$ cat src/rtl/sipo_collector_pkg.sv
// Shared definitions for the PISO/SIPO word-serial link: state encoding and
// default frame geometry.
package sipo_collector_pkg;

    localparam int DEF_WIDTH  = 32;
    localparam int DEF_NWORDS = 3;

    typedef enum logic [1:0] {
        ST_IDLE    = 2'd0,
        ST_COLLECT = 2'd1,
        ST_FULL    = 2'd2
    } state_t;

    // Slot index width; a single-word frame would still need one bit.
    function automatic int idx_width(input int nwords);
        return (nwords > 1) ? $clog2(nwords) : 1;
    endfunction

endpackage

$ cat src/rtl/sipo_collector_if.sv
// Serial word input plus parallel bundle output with valid/ready handshake
// and protocol-error pulses.
interface sipo_collector_if
    import sipo_collector_pkg::*;
#(
    parameter int WIDTH  = DEF_WIDTH,
    parameter int NWORDS = DEF_NWORDS
);

    logic [WIDTH-1:0]        i_word;
    logic                    i_valid;
    logic                    i_start;
    logic                    o_accept;
    logic [NWORDS*WIDTH-1:0] o_parallel;
    logic                    o_valid;
    logic                    i_ready;
    logic                    o_restart_err;
    logic                    o_drop;

    // Producer and consumer side (upstream PISO + bundle sink).
    modport master (
        output i_word, i_valid, i_start, i_ready,
        input  o_accept, o_parallel, o_valid, o_restart_err, o_drop
    );

    // Collector side.
    modport slave (
        input  i_word, i_valid, i_start, i_ready,
        output o_accept, o_parallel, o_valid, o_restart_err, o_drop
    );

endinterface

$ cat src/rtl/sipo_collector.sv
// Reassembles NWORDS framed serial words into one parallel bundle and hands it
// to the consumer over valid/ready, flagging restarts and overruns.
module sipo_collector
    import sipo_collector_pkg::*;
#(
    parameter int WIDTH  = DEF_WIDTH,
    parameter int NWORDS = DEF_NWORDS
) (
    input  logic             i_clk,
    input  logic             i_rst,
    sipo_collector_if.slave  bus
);

    localparam int IDX_W = idx_width(NWORDS);
    localparam logic [IDX_W-1:0] IDX_LAST = IDX_W'(NWORDS - 1);
    localparam logic [IDX_W-1:0] IDX_ONE  = IDX_W'(1);

    state_t            state;
    logic [IDX_W-1:0]  idx;
    logic [NWORDS-1:0] slot_we;
    logic [WIDTH-1:0]  slot_q [NWORDS];

    // Slot write enables: a start word always lands in slot 0, even mid-frame.
    always_comb begin
        slot_we = '0;
        if (bus.i_valid) begin
            case (state)
                ST_IDLE: begin
                    if (bus.i_start) slot_we[0] = 1'b1;
                end
                ST_COLLECT: begin
                    if (bus.i_start) slot_we[0] = 1'b1;
                    else             slot_we[idx] = 1'b1;
                end
                default: slot_we = '0;
            endcase
        end
    end

    for (genvar g = 0; g < NWORDS; g++) begin : g_slot
        always_ff @(posedge i_clk or posedge i_rst) begin
            if (i_rst)            slot_q[g] <= '0;
            else if (slot_we[g])  slot_q[g] <= bus.i_word;
        end
    end

    always_comb begin
        bus.o_parallel = '0;
        for (int k = 0; k < NWORDS; k++) begin
            bus.o_parallel[k*WIDTH +: WIDTH] = slot_q[k];
        end
    end

    // Control FSM; every output is registered alongside the state it reflects.
    always_ff @(posedge i_clk or posedge i_rst) begin
        if (i_rst) begin
            state             <= ST_IDLE;
            idx               <= '0;
            bus.o_valid       <= 1'b0;
            bus.o_accept      <= 1'b1;
            bus.o_restart_err <= 1'b0;
            bus.o_drop        <= 1'b0;
        end else begin
            bus.o_restart_err <= 1'b0;
            bus.o_drop        <= 1'b0;
            case (state)
                ST_IDLE: begin
                    if (bus.i_valid && bus.i_start) begin
                        idx   <= IDX_ONE;
                        state <= ST_COLLECT;
                    end
                end
                ST_COLLECT: begin
                    if (bus.i_valid) begin
                        if (bus.i_start) begin
                            bus.o_restart_err <= 1'b1;
                            idx               <= IDX_ONE;
                        end else if (idx == IDX_LAST) begin
                            idx          <= '0;
                            state        <= ST_FULL;
                            bus.o_valid  <= 1'b1;
                            bus.o_accept <= 1'b0;
                        end else begin
                            idx <= idx + IDX_ONE;
                        end
                    end
                end
                ST_FULL: begin
                    if (bus.i_valid) bus.o_drop <= 1'b1;
                    if (bus.i_ready) begin
                        state        <= ST_IDLE;
                        bus.o_valid  <= 1'b0;
                        bus.o_accept <= 1'b1;
                    end
                end
                default: begin
                    state        <= ST_IDLE;
                    idx          <= '0;
                    bus.o_valid  <= 1'b0;
                    bus.o_accept <= 1'b1;
                end
            endcase
        end
    end

endmodule

$ cat src/flat_wrapper.sv
// flat-port wrapper written by rule: the top's interface ports become plain ports
module sipo_collector_flat import sipo_collector_pkg::*;
#(
    parameter int WIDTH  = DEF_WIDTH,
    parameter int NWORDS = DEF_NWORDS
)
  (i_clk, i_rst, bus_i_word, bus_i_valid, bus_i_start, bus_i_ready, bus_o_accept, bus_o_parallel, bus_o_valid, bus_o_restart_err, bus_o_drop);
  sipo_collector_if #(.WIDTH(WIDTH), .NWORDS(NWORDS)) bus_i ();
  input  logic i_clk;
  input  logic i_rst;
  input wire logic [$bits(bus_i.i_word)-1:0] bus_i_word;
  input wire logic [$bits(bus_i.i_valid)-1:0] bus_i_valid;
  input wire logic [$bits(bus_i.i_start)-1:0] bus_i_start;
  input wire logic [$bits(bus_i.i_ready)-1:0] bus_i_ready;
  output wire logic [$bits(bus_i.o_accept)-1:0] bus_o_accept;
  output wire logic [$bits(bus_i.o_parallel)-1:0] bus_o_parallel;
  output wire logic [$bits(bus_i.o_valid)-1:0] bus_o_valid;
  output wire logic [$bits(bus_i.o_restart_err)-1:0] bus_o_restart_err;
  output wire logic [$bits(bus_i.o_drop)-1:0] bus_o_drop;
  assign bus_i.i_word = bus_i_word;
  assign bus_i.i_valid = bus_i_valid;
  assign bus_i.i_start = bus_i_start;
  assign bus_i.i_ready = bus_i_ready;
  assign bus_o_accept = bus_i.o_accept;
  assign bus_o_parallel = bus_i.o_parallel;
  assign bus_o_valid = bus_i.o_valid;
  assign bus_o_restart_err = bus_i.o_restart_err;
  assign bus_o_drop = bus_i.o_drop;
  sipo_collector #(.WIDTH(WIDTH), .NWORDS(NWORDS)) u_core (.i_clk(i_clk), .i_rst(i_rst), .bus(bus_i));
endmodule
$ cat config.mk
export PLATFORM = sky130hd
export DESIGN_NAME = sipo_collector_flat
export DESIGN_NICKNAME = d
export VERILOG_FILES = /design/src/rtl/sipo_collector_pkg.sv /design/src/rtl/sipo_collector_if.sv /design/src/rtl/sipo_collector.sv /design/src/flat_wrapper.sv
export SDC_FILE = /design/constraint.sdc
export NUM_CORES = 1
export LEC_CHECK = 0
export CORE_MARGIN = 2
export CORE_UTILIZATION = 42
export CTS_BUF_LIST = sky130_fd_sc_hd__clkbuf_4 sky130_fd_sc_hd__clkbuf_8
export DETAILED_ROUTE_END_ITERATION = 7
export HOLD_SLACK_MARGIN = 0.12
export PLACE_DENSITY = 0.78
export REMOVE_ABC_BUFFERS = 1
export SYNTH_ARGS = -nofsm -noshare
export SYNTH_HDL_FRONTEND = slang
export SYNTH_SLANG_ARGS = --single-unit
$ cat constraint.sdc
create_clock -name i_clk -period 3.1 [get_ports i_clk]
set_input_delay 0.31 -clock i_clk [delete_from_list [all_inputs] [get_ports i_clk]]
set_output_delay 0.31 -clock i_clk [all_outputs]
set_load 0.03 [all_outputs]
# After elaboration in Yosys (flattened, before gate mapping)
# Cells that the tools add are included.
[op_classes]
addsub = 1
order_cmp = 2
eq_ne = 8
n_mux = 32
bitwise = 2
reduce_logical = 6
[ops]
columns = ["cell", "count"]
rows = [
  ["$mux W2", 10],
  ["$mux W1", 15],
  ["$pmux W2 S3", 2],
  ["$reduce_and A5 Y1", 2],
  ["$ne A2 B2 Y1 const B", 3],
  ["$pmux W1 S3", 2],
  ["$eq A2 B2 Y1 const B", 2],
  ["$ne A2 B1 Y1 const B", 2],
  ["$lt A2 B3 Y1 const B", 1],
  ["$mux W3", 1],
  ["$reduce_and A3 Y1", 1],
  ["$add A2 B1 Y2 const B", 1],
  ["$demux W1 S2", 1],
  ["$eq A2 B1 Y1 const B", 1],
  ["$ge A2 B1 Y1 const B", 1],
  ["$logic_and A1 B1 Y1", 2],
  ["$logic_not A2 Y1", 1],
  ["$not A1 Y1", 2],
  ["$pmux W1 S2", 1],
]
[totals]
register_bits = 104
in_bits = 37
out_inout_bits = 100
wordCells = 60

# Depth between registers and ports, before layout
[depth]
word_depth = 7
ltp_mapped = 4
mapped_depth_nobuf = 3

# Worst setup path before layout
# OpenSTA, ideal clock, no wires.
[synth_timing]
path_type = "reg2reg"
start = "register u_core.state[1]"
end = "register u_core.slot_q (netlist bit u_core.bus.o_parallel[64])"
setup_ns = 0.125
t_arrival_ns = 1.382
t_required_ns = 2.975
setup_slack_ns = 1.593
stages_incl_launch_ff = 5
n_path_buf = 1
synth_period_minus_slack_ns = 1.507
cell_sequence = "dfrtp_1 and4bb_4 nand3b_4 buf_6 mux2_4"
[synth_via]
elab_chain_len = 3
[synth_rtl]
columns = ["element", "line", "text"]
rows = [
  ["from (decl)", "sipo_collector.sv:18", "state_t state;"],
  ["from (signal assigned)", "sipo_collector.sv:57", "state <= ST_IDLE;"],
  ["from (signal assigned)", "sipo_collector.sv:70", "state <= ST_COLLECT;"],
  ["from (signal assigned)", "sipo_collector.sv:80", "state <= ST_FULL;"],
  ["$eq A2 B1 Y1", "sipo_collector.sv:27", "case (state)"],
  ["$mux W2", "sipo_collector.sv:27", ""],
  ["$mux W3", "sipo_collector.sv:26", "if (bus.i_valid) begin"],
  ["to (signal, indexed assignment)", "sipo_collector.sv:43", "else if (slot_we[g]) slot_q[g] <= bus.i_word;"],
  ["to (decl)", "sipo_collector.sv:21", "logic [WIDTH-1:0] slot_q [NWORDS];"],
]
# No other way between the ends.
# A chain may end at the register's enable or synchronous reset.

# Worst setup path in the final report
[layout_timing]
start = "register u_core.state[0]"
end = "register u_core.slot_q (netlist bit u_core.bus.o_parallel[12])"
[layout_via]
elab_chain_len = 3
elab_cells_between_ends = 4
cone_classes = "1 x eq/ne; 2 x mux; 1 x reduce/logical"
[layout_rtl]
columns = ["element", "line"]
rows = [
  ["$eq A2 B1 Y1 or $logic_not A2 Y1 (tied branches)", "sipo_collector.sv:27"],
  ["$pmux W1 S2 (*)", "sipo_collector.sv:27"],
  ["$mux W3 (*)", "sipo_collector.sv:26"],
]
# Every way passes the cells marked *; elsewhere a longest branch is shown, timed or not.

==> flow_summary_export.csv <==
group,metric,value,unit
status,outcome,"finished, final reports clean",
final_layout,ff_latch_area,0.002604,mm^2
sta,max_slew_margin,22.85,%
logic_synthesis,synth_top_family_by_area,"multiplexers",
sta,achievable-frequency,476.4,MHz
setup_path,cp.required,3.33,ns
logic_synthesis,ys_warn_count,0,
sta,final-setup-viol-count,0,
final_layout,diodes,0,
drt,via_per_inst,4.771,
drt,drt_wl_total,8344,um
final_layout,utilization,61.29,%
drt,route.vias.total,2433,
final_layout,n_fill_cell,738,
global_routing,grt_pass1_wl,13350,um
worst_hold_path,hold_class,"input port to async pin",
clock_tree,cts_buffer_depth,2,
logic_synthesis,synth_compound_area_share,1.291,%
final_layout,area_delta_synth_final,40.41,%
die,die-width,102.5,um
drt,firstDrtPassIters,4,
global_routing,grt_start_max_net_pins,55,
sta,whs,0.2168,ns
placement,dp_hpwl,5768,um
setup_path,crit_fanout,33,
die,die_area,0.01050,mm^2
final_layout,drive_above_1_share,31.50,%
final_layout,final_nets,413,
sta,layout_min_cycle_time,2.099,ns
sta,fin_crit_sh,67.71,%
setup_path,r2r_start,"u_core.state[0]",
clock_tree,cts_tree,"done",
sta,skew,0.009740,ns
die,start_util,43.65,%
setup_path,crit_arrival,2.33,ns
sta,worst_pin_slew,1.153,ns
logic_synthesis,synthSimpleGateAreaFrac,2.950,%
clock_tree,cts_inserted_buffers,9,
clock_tree,clkSlewWorstSetupHoldPaths,0.10,ns
die,boundaryPins,137,
logic_synthesis,synthesis.area,0.004071,mm^2
final_layout,mostFrequentLayoutCell,"clkdlybuf4s50_1",
clock_tree,cts_sinks,104,
clock_tree,root_buffer,"clkbuf_8",
placement,io_buffers,136,
setup_path,reg2reg_slack,1.00,ns
setup_path,cp-start-kind,"flop",
logic_synthesis,syn_area_per_cell,17.25,um^2
power_and_ir_drop,irDropWorstVdd,0.0005335,V
logic_synthesis,synth_adder_area_share,0,%
logic_synthesis,synth_mux_area_share,29.23,%
die,rows,35,
logic_synthesis,synth_cell_types,23,
die,die_h,102.5,um
placement,globalplace.congestion,0.7668,
sta,rsz0062_at_grt,"no",
final_layout,multi_input_area,0.001370,mm^2
global_routing,antenna_found_initial,0,
logic_synthesis,ys_ff_latch,104,
final_layout,layout_common_cells,"clkdlybuf4s50_1, dfrtp_1, mux2_2",
clock_tree,cts.htree.levels,3,
logic_synthesis,synthXorXnorAreaFrac,0,%
power_and_ir_drop,powerDensity,1119,mW/mm^2
global_routing,grt_pass1_vias,2623,
global_routing,grt.total_usage,16.61,%
sta,tns,0,ns
power_and_ir_drop,leakage,2.559,nW
drt,postRouteAntennaNets,0,
logic_synthesis,yosysSeqAreaShare,63.95,%
drt,wl_per_cell,16.36,um
setup_path,critPathLaunch,"u_core.state[0]",
logic_synthesis,syn_inst,236,
sta,hold_viol_final,0,
clock_tree,cts_resized,0,
setup_path,cp-end-kind,"flop",
placement,placed_cells,494,
clock_tree,cts_setup_buffers,0,
clock_tree,hold_buffers,0,
drt,drc,0,
die,core_area,0.009328,mm^2
clock_tree,clk_latency,0.35,ns
flow_run,max_cap_viol_count,0,
drt,drt_iter0_markers,43,
sta,drv_slew,0,
setup_path,path_class,"flop to flop",
global_routing,overflow,0,
final_layout,fin_cells,510,
kinds of logic after synthesis:
group / after synthesis
AOI/OAI and AO/OA: 8
and+or+nand+nor: 15
buffers and inverters: 13
muxes: 96
DFF: 104
area by class of cell:
class | instances | area share [%]
Clock inverter | 6 | 0.7660
Tap cell | 129 | 2.823
Sequential cell | 104 | 45.55
Timing Repair Buffer | 138 | 24.29
Inverter | 4 | 0.3064
Clock buffer | 10 | 2.298
Multi-Input combinational cell | 119 | 23.97
cells in the mapped netlist:
cell type  count  share of area [%]
buf_6          3               0.83
o21ai_2        1               0.22
nand3b_4       1               0.49
buf_2          3               0.37
mux2_4        29                 11
nor2_1         2               0.18
clkbuf_8       3                1.0
mux2_2        67                 19
or2b_1         1               0.18
nand3_4        1               0.43
and2b_1        2               0.37
and4bb_4       1               0.40
o21ai_0        4               0.49
nand3b_1       1               0.18
a21boi_0       1               0.18
o22a_1         1               0.22
nand2_1        4               0.37
nor3b_1        1               0.18
dfstp_2        1               0.65
a22oi_1        1               0.18
inv_1          4               0.37
and3_1         1               0.15
dfrtp_1      103                 63
worst max-delay path, cell delays in order (launching register included):
cell	delay, ns
dfrtp_1	0.46
nor3b_1	0.20
o21ai_4	0.89
mux2_2	0.43
where the power goes:
group / internal, mW / total, mW / switching (mW)
combinational: 1.61 / 3.35 / 1.74
sequential: 1.95 / 2.29 / 0.340
clock: 0.306 / 0.762 / 0.455
total: 3.86 / 6.40 / 2.54
metal layers:
metal | wire length [um] | part of all wire (%) | GRT usage [%] | vias up
met1 | 3585 | 43 | 20.91 | 1232
met5 | 0 | 0 | 0 | -
li1 | - | - | - | 1113
met2 | 4137 | 50 | 27.85 | 81
met3 | 532 | 6.4 | 4.720 | 7
met4 | 88 | 1.1 | 5.231 | 0
flip-flops by register name, indices dropped and copies added (netlist names):
register,flops
u_core.bus.o_parallel,96
u_core.idx,2
u_core.state,2
u_core.bus.o_accept,1
u_core.bus.o_drop,1
u_core.bus.o_restart_err,1
u_core.bus.o_valid,1
per-stage QoR:
stage | worst slack, ns | power [mW] | cell area, um^2
6_report | 1.001 | 6.398 | 5717
5_1_grt | 0.8472 | 6.729 | 5717
4_1_cts | 0.9552 | 6.477 | 5717
3_5_place_dp | 0.6939 | 5.697 | 5542
3_3_place_gp | 0.7413 | 5.618 | 5542
2_1_floorplan | 0.05947 | 4.236 | 3981
final timing paths:
path                            cells past startpoint                         to
worst min register to register                      2         u_core.bus.o_valid
max in group asynchronous                           3  u_core.bus.o_parallel[23]
worst max-delay path                                3  u_core.bus.o_parallel[12]
min in group i_clk                                  2         u_core.bus.o_valid
worst min-delay path                                2  u_core.bus.o_parallel[19]
worst max register to register                      3  u_core.bus.o_parallel[12]
No activity file was read; power rests on OpenSTA's default activity.
